File: src/rtl/arb_pkg.sv
// Shared types and default sizing for the hold-until-release round-robin arbiter.
package arb_pkg;

  typedef enum logic {
    IDLE = 1'b0,
    BUSY = 1'b1
  } arb_state_e;

  localparam int N_DEFAULT        = 8;
  localparam int MAX_HOLD_DEFAULT = 16;

endpackage

File: src/rtl/rr_pri_chain.sv
// Rotating-priority one-hot selector: first set req at or after ptr, wrapping; purely combinational.
// The doubled request vector turns the wrap into a straight daisy chain.
module rr_pri_chain #(
  parameter int N  = 8,
  parameter int PW = (N > 1) ? $clog2(N) : 1
) (
  input  logic [0:N-1]  req,
  input  logic [PW-1:0] ptr,
  output logic [0:N-1]  win
);

  logic [0:2*N-1] dbl_req;
  logic [0:2*N-1] hit;
  logic           taken;

  always_comb begin
    dbl_req = {req, req};
    hit     = '0;
    win     = '0;
    taken   = 1'b0;
    for (int i = 0; i < 2*N; i++) begin
      hit[i] = dbl_req[i] && (i >= int'(ptr)) && !taken;
      taken  = taken | hit[i];
    end
    for (int k = 0; k < N; k++) begin
      win[k] = hit[k] | hit[k+N];
    end
  end

endmodule

File: src/rtl/rr_hold_arbiter.sv
// Round-robin arbiter: registered one-hot grant 1 cycle after req, held until rel/req drop, one dead cycle after.
// No backpressure; optional forced release after MAX_HOLD busy cycles when ARB_TIMEOUT_EN is defined.
module rr_hold_arbiter
  import arb_pkg::*;
#(
  parameter int N        = N_DEFAULT,
  parameter int MAX_HOLD = MAX_HOLD_DEFAULT
) (
  input  logic                 clk,
  input  logic                 reset,
  input  logic [0:N-1]         req,
  input  logic [0:N-1]         rel,
  output logic [0:N-1]         grant,
  output logic                 grant_valid,
  output logic [$clog2(N)-1:0] grant_id,
  output logic                 timeout
);

  localparam int IW = $clog2(N);

  if (N < 2 || N > 32 || MAX_HOLD < 1) begin : g_bad_cfg
    $error("rr_hold_arbiter: N must be 2..32 and MAX_HOLD >= 1");
  end

  arb_state_e    state_q, state_d;
  logic [IW-1:0] ptr_q, ptr_d;
  logic [IW-1:0] id_q, id_d;
  logic [0:N-1]  grant_q, grant_d;
  logic [0:N-1]  win;
  logic [IW-1:0] win_id;
  logic          owner_rel;
  logic          hold_limit;

  rr_pri_chain #(.N(N), .PW(IW)) u_pri_chain (
    .req (req),
    .ptr (ptr_q),
    .win (win)
  );

  always_comb begin
    win_id = '0;
    for (int i = 0; i < N; i++) begin
      if (win[i]) win_id = IW'(i);
    end
  end

  // Only the owner's strobes matter; everyone else's rel is ignored.
  assign owner_rel = rel[id_q] | ~req[id_q];

`ifdef ARB_TIMEOUT_EN
  localparam int CW = $clog2(MAX_HOLD + 1);

  logic [CW-1:0] hold_q, hold_d;
  logic          timeout_q, timeout_d;

  assign hold_limit = (hold_q == CW'(MAX_HOLD - 1));

  // A normal release on the limit edge wins, so no timeout pulse then.
  always_comb begin
    hold_d    = '0;
    timeout_d = 1'b0;
    if (state_q == BUSY && !owner_rel) begin
      if (hold_limit) timeout_d = 1'b1;
      else            hold_d    = hold_q + 1'b1;
    end
  end

  always_ff @(posedge clk) begin
    if (reset) begin
      hold_q    <= '0;
      timeout_q <= 1'b0;
    end else begin
      hold_q    <= hold_d;
      timeout_q <= timeout_d;
    end
  end

  assign timeout = timeout_q;
`else
  assign hold_limit = 1'b0;
  assign timeout    = 1'b0;
`endif

  always_comb begin
    state_d = state_q;
    ptr_d   = ptr_q;
    id_d    = id_q;
    grant_d = grant_q;
    case (state_q)
      IDLE: begin
        if (|req) begin
          grant_d = win;
          id_d    = win_id;
          state_d = BUSY;
        end
      end
      BUSY: begin
        if (owner_rel || hold_limit) begin
          grant_d = '0;
          id_d    = '0;
          ptr_d   = (int'(id_q) == N - 1) ? '0 : id_q + 1'b1;
          state_d = IDLE;
        end
      end
      default: state_d = IDLE;
    endcase
  end

  always_ff @(posedge clk) begin
    if (reset) begin
      state_q <= IDLE;
      ptr_q   <= '0;
      id_q    <= '0;
      grant_q <= '0;
    end else begin
      state_q <= state_d;
      ptr_q   <= ptr_d;
      id_q    <= id_d;
      grant_q <= grant_d;
    end
  end

  assign grant       = grant_q;
  assign grant_valid = |grant_q;
  assign grant_id    = id_q;

endmodule

File: config.mk
export PLATFORM = sky130hd
export DESIGN_NAME = rr_hold_arbiter
export DESIGN_NICKNAME = d
export VERILOG_FILES = /design/src/rtl/arb_pkg.sv /design/src/rtl/rr_pri_chain.sv /design/src/rtl/rr_hold_arbiter.sv
export SDC_FILE = /design/constraint.sdc
export NUM_CORES = 1
export LEC_CHECK = 0
export BUFFER_PORTS_ARGS = -buffer_cell sky130_fd_sc_hd__buf_2
export CAP_MARGIN = 15
export CORE_MARGIN = 2
export CORE_UTILIZATION = 51
export CTS_CLUSTER_DIAMETER = 50
export DETAILED_ROUTE_END_ITERATION = 7
export PLACE_DENSITY = 0.78
export SYNTH_ARGS = -nofsm -noshare
export SYNTH_HDL_FRONTEND = slang
export SYNTH_SLANG_ARGS = --single-unit
File: constraint.sdc
create_clock -name clk -period 2.29 [get_ports clk]
set_input_delay 0.687 -clock clk [delete_from_list [all_inputs] [get_ports clk]]
set_output_delay 0.687 -clock clk [all_outputs]
set_load 0.02 [all_outputs]
==> run_results.csv <==
group,metric,value,unit
yosys,yosysTopAreaCell,"dfxtp_1",
yosys,ys_types,48,
finish,drive_above_1_share,0.292,
clocking,cts_tree,"yes",
yosys,avgSynthCellArea,8.03,µm²
worst_setup_path,cp.arrival,2.28,ns
power_and_ir_drop,p_comb_frac,0.421,
die,die_w,50.3,µm
clocking,clock_insertion_delay_worst_skew,0.30,ns
yosys,synth_cells,136,
grt,antenna_found_initial,0,
route,vias_per_cell,6.13,
worst_setup_path,criticalPathCategory,"in -> reg",
worst_setup_path,regToRegEndpoint,"grant_id[1]",
power_and_ir_drop,ir_drop,0.473,mV
sta,fin_skew,0.00319,ns
worst_setup_path,rr_worst_depth,7,
placement,io_buffer_count,29,
power_and_ir_drop,clkPwrFrac,0.191,
die,core_area,0.00198,mm²
finish,num-fill-cells,179,
route,drc_errors,0,
die,io_pins,31,
sta,layout_setup_ws,0.252,ns
route,wl_per_cell,15.5,µm
power_and_ir_drop,p_seq_frac,0.388,
yosys,synth_async_sr_flop_share,0,
yosys,yosysMostFrequentCell,"nor2_1",
clocking,cts.sinks,15,
sta,rsz0062_at_grt,"no",
die,die_area,0.00253,mm²
power_and_ir_drop,power_switching,0.334,mW
hold_path,worstHoldPathCells,1,
sta,hold_viol,0,
finish,nets,192,
yosys,synth_fp_nets,156,
route,drtPass1Iterations,7,
worst_setup_path,worst_setup_path_start_kind,"input port",
sta,slew-limit-headroom,0.515,
yosys,synth-seq-area-share,0.275,
finish,stdcell_count,198,
sta,fin_crit_sh,0.890,
clocking,cts_max_path_buffers,2,
sta,setup_viol_count_final,0,
worst_setup_path,cpPeakStageDelay,0.35,ns
hold_path,holdPathEnd,"grant[7]",
worst_setup_path,timing.rr.start,"ptr_q[2]",
finish,diodes,0,
clocking,clockRootBuffer,"clkbuf_4",
worst_setup_path,worstPathCellList,"buf_2, nor3b_1, a2111oi_2, a2111oi_4, o21ai_2, nor3_4, a22o_1",
clocking,postCtsSetupRepairBufs,0,
route,wl,3.07,mm
die,start_util,0.551,
worst_setup_path,rrSetupSlack,0.29,ns
die,num_rows,16,
yosys,synth_area_leaders,"dfxtp_1 27%, nor2_1 5.8%, nand2_1 4.1%, a32o_1 3.7%, a22o_1 3.2%",
run,max_cap_violations,0,
sta,fmax,491,MHz
worst_setup_path,worstPathRequired,2.54,ns
power_and_ir_drop,p_int,0.507,mW
route,vias,1214,
hold_path,hold_start,"grant[7]",
route,postRouteAntennaNets,0,
grt,grt-ovfl-total,0,
grt,grt_pass1_wl,5.09,mm
clocking,clkTransAtPathRegs,0.09,ns
finish,area.growth.synth_to_final,22.1,%
sta,fin_crit,2.04,ns
yosys,yosys-top-cells-count,"17 x nor2_1, 15 x dfxtp_1, 12 x nand2_1",
power_and_ir_drop,p_leak,0.580,nW
grt,grt_max_degree,11,
power_and_ir_drop,power,0.841,mW
clocking,cts_made_buffers,3,
yosys,synth_area,0.00109,mm²
status,status,"finished, final reports clean",
yosys,synth_top_area_share,0.275,
die,fp.dieH,50.3,µm
clocking,hold_buffers,0,
worst_setup_path,endpoint_kind,"flop",
placement,place_congestion,0.890,
clocking,htreeDepth,1,
route,dr.first_iter.drc_count,28,
placement,dpl.hpwl,2.40,mm
power_and_ir_drop,switching_share,0.397,
placement,preCtsSetupSlack,-0.0396,ns
power_and_ir_drop,power.density,631,mW/mm²
hold_path,hp-class,"reg -> reg",
worst_setup_path,cpMaxStageDelayCell,"nor3b_1",
finish,final_util,0.673,
yosys,synth_ff_type,"dfxtp_1",
yosys,synth_warnings,0,
yosys,synth_edf_count,0,
worst_setup_path,crit_fanout,9,
yosys,ys_seq_elements,15,
grt,grtUsageTotal,0.262,
grt,grt_pass1_vias,1096,
clocking,cts.repair.resized,0,
sta,hold_ws,0.485,ns
sta,worst_pin_slew,0.718,ns
sta,drv_slew,0,
placement,dp_cells,194,
flip-flops by register name, indices dropped and copies added, names as in the netlist:
name and count:
grant_id 3, state_q 1, grant 8, ptr_q 3
routing by layer:
metal / global-route usage / vias to the layer above / part of all wire
met5: 0 / - / 0
met4: 0.0880 / 0 / 0.014
met3: 0.0387 / 7 / 0.068
met2: 0.430 / 50 / 0.47
met1: 0.351 / 571 / 0.44
li1: - / 586 / -
worst max-delay path by stage:
stage | start | end | slack (ns) | cells after the start
after floorplan | req[1] | grant[3] | 0.17 | 6
after global placement | req[0] | grant[5] | 0.04 | 7
after detailed placement | req[2] | grant[2] | -0.04 | 7
after CTS | req[2] | grant[2] | 0.25 | 7
after global routing | ptr_q[2] | grant_id[1] | 0.05 | 7
final | req[2] | grant_id[1] | 0.25 | 7
final cells by class:
| class | count | area (µm²) | area share |
|---|---|---|---|
| Sequential cell | 15 | 300 | 0.225 |
| Timing Repair Buffer | 39 | 220 | 0.165 |
| Clock buffer | 3 | 22.5 | 0.0169 |
| Tap cell | 27 | 33.8 | 0.0253 |
| Inverter | 5 | 18.8 | 0.0141 |
| Clock inverter | 1 | 5.00 | 0.00375 |
| Multi-Input combinational cell | 108 | 733 | 0.550 |
layout by cell type, fill, tap and decap left out, types with 3 or more instances in the layout:
master and count:
a211o_1 3, a22o_1 4, a32o_1 4, buf_2 29, buf_4 10, clkbuf_4 3
dfxtp_1 15, inv_1 4, mux2i_1 3, nand2_1 12, nand3_1 7, nand3b_1 3
nor2_1 17, nor2b_1 3, nor3_1 4, nor3b_1 4, o21ai_0 5
stage by stage:
stage,cell area [µm²],setup TNS (ns)
after floorplan,1090,0
after global routing,1330,0
after global placement,1310,0
after CTS,1330,0
after detailed placement,1310,-0.218
final,1330,0
power groups by stage:
stage / registers (mW) / clock network, mW / logic [mW]
after floorplan: 0.334 / 0 / 0.237
after global placement: 0.330 / 0 / 0.346
after global routing: 0.330 / 0.169 / 0.390
final: 0.326 / 0.160 / 0.354
after CTS: 0.326 / 0.159 / 0.354
after detailed placement: 0.332 / 0 / 0.353
worst max-delay path: cells and delay by family:
family | cells | cell delay, ns
compound gates | 4 | 0.78
buf+inv | 1 | 0.15
simple gates | 2 | 0.66
kinds of logic (layout without fill, tap and decap cells):
kind of cell / Yosys count / in the layout / synth area share
AND/OR/NAND/NOR: 60 / 60 / 0.290
other: 1 / 1 / 0.00343
adder cells (fa/ha/maj): 2 / 2 / 0.0229
AO/OA/AOI/OAI: 42 / 42 / 0.328
flip-flops: 15 / 15 / 0.275
buffers and inverters: 13 / 48 / 0.0538
multiplexers: 3 / 3 / 0.0275
No activity file was read; power rests on OpenSTA's default activity.
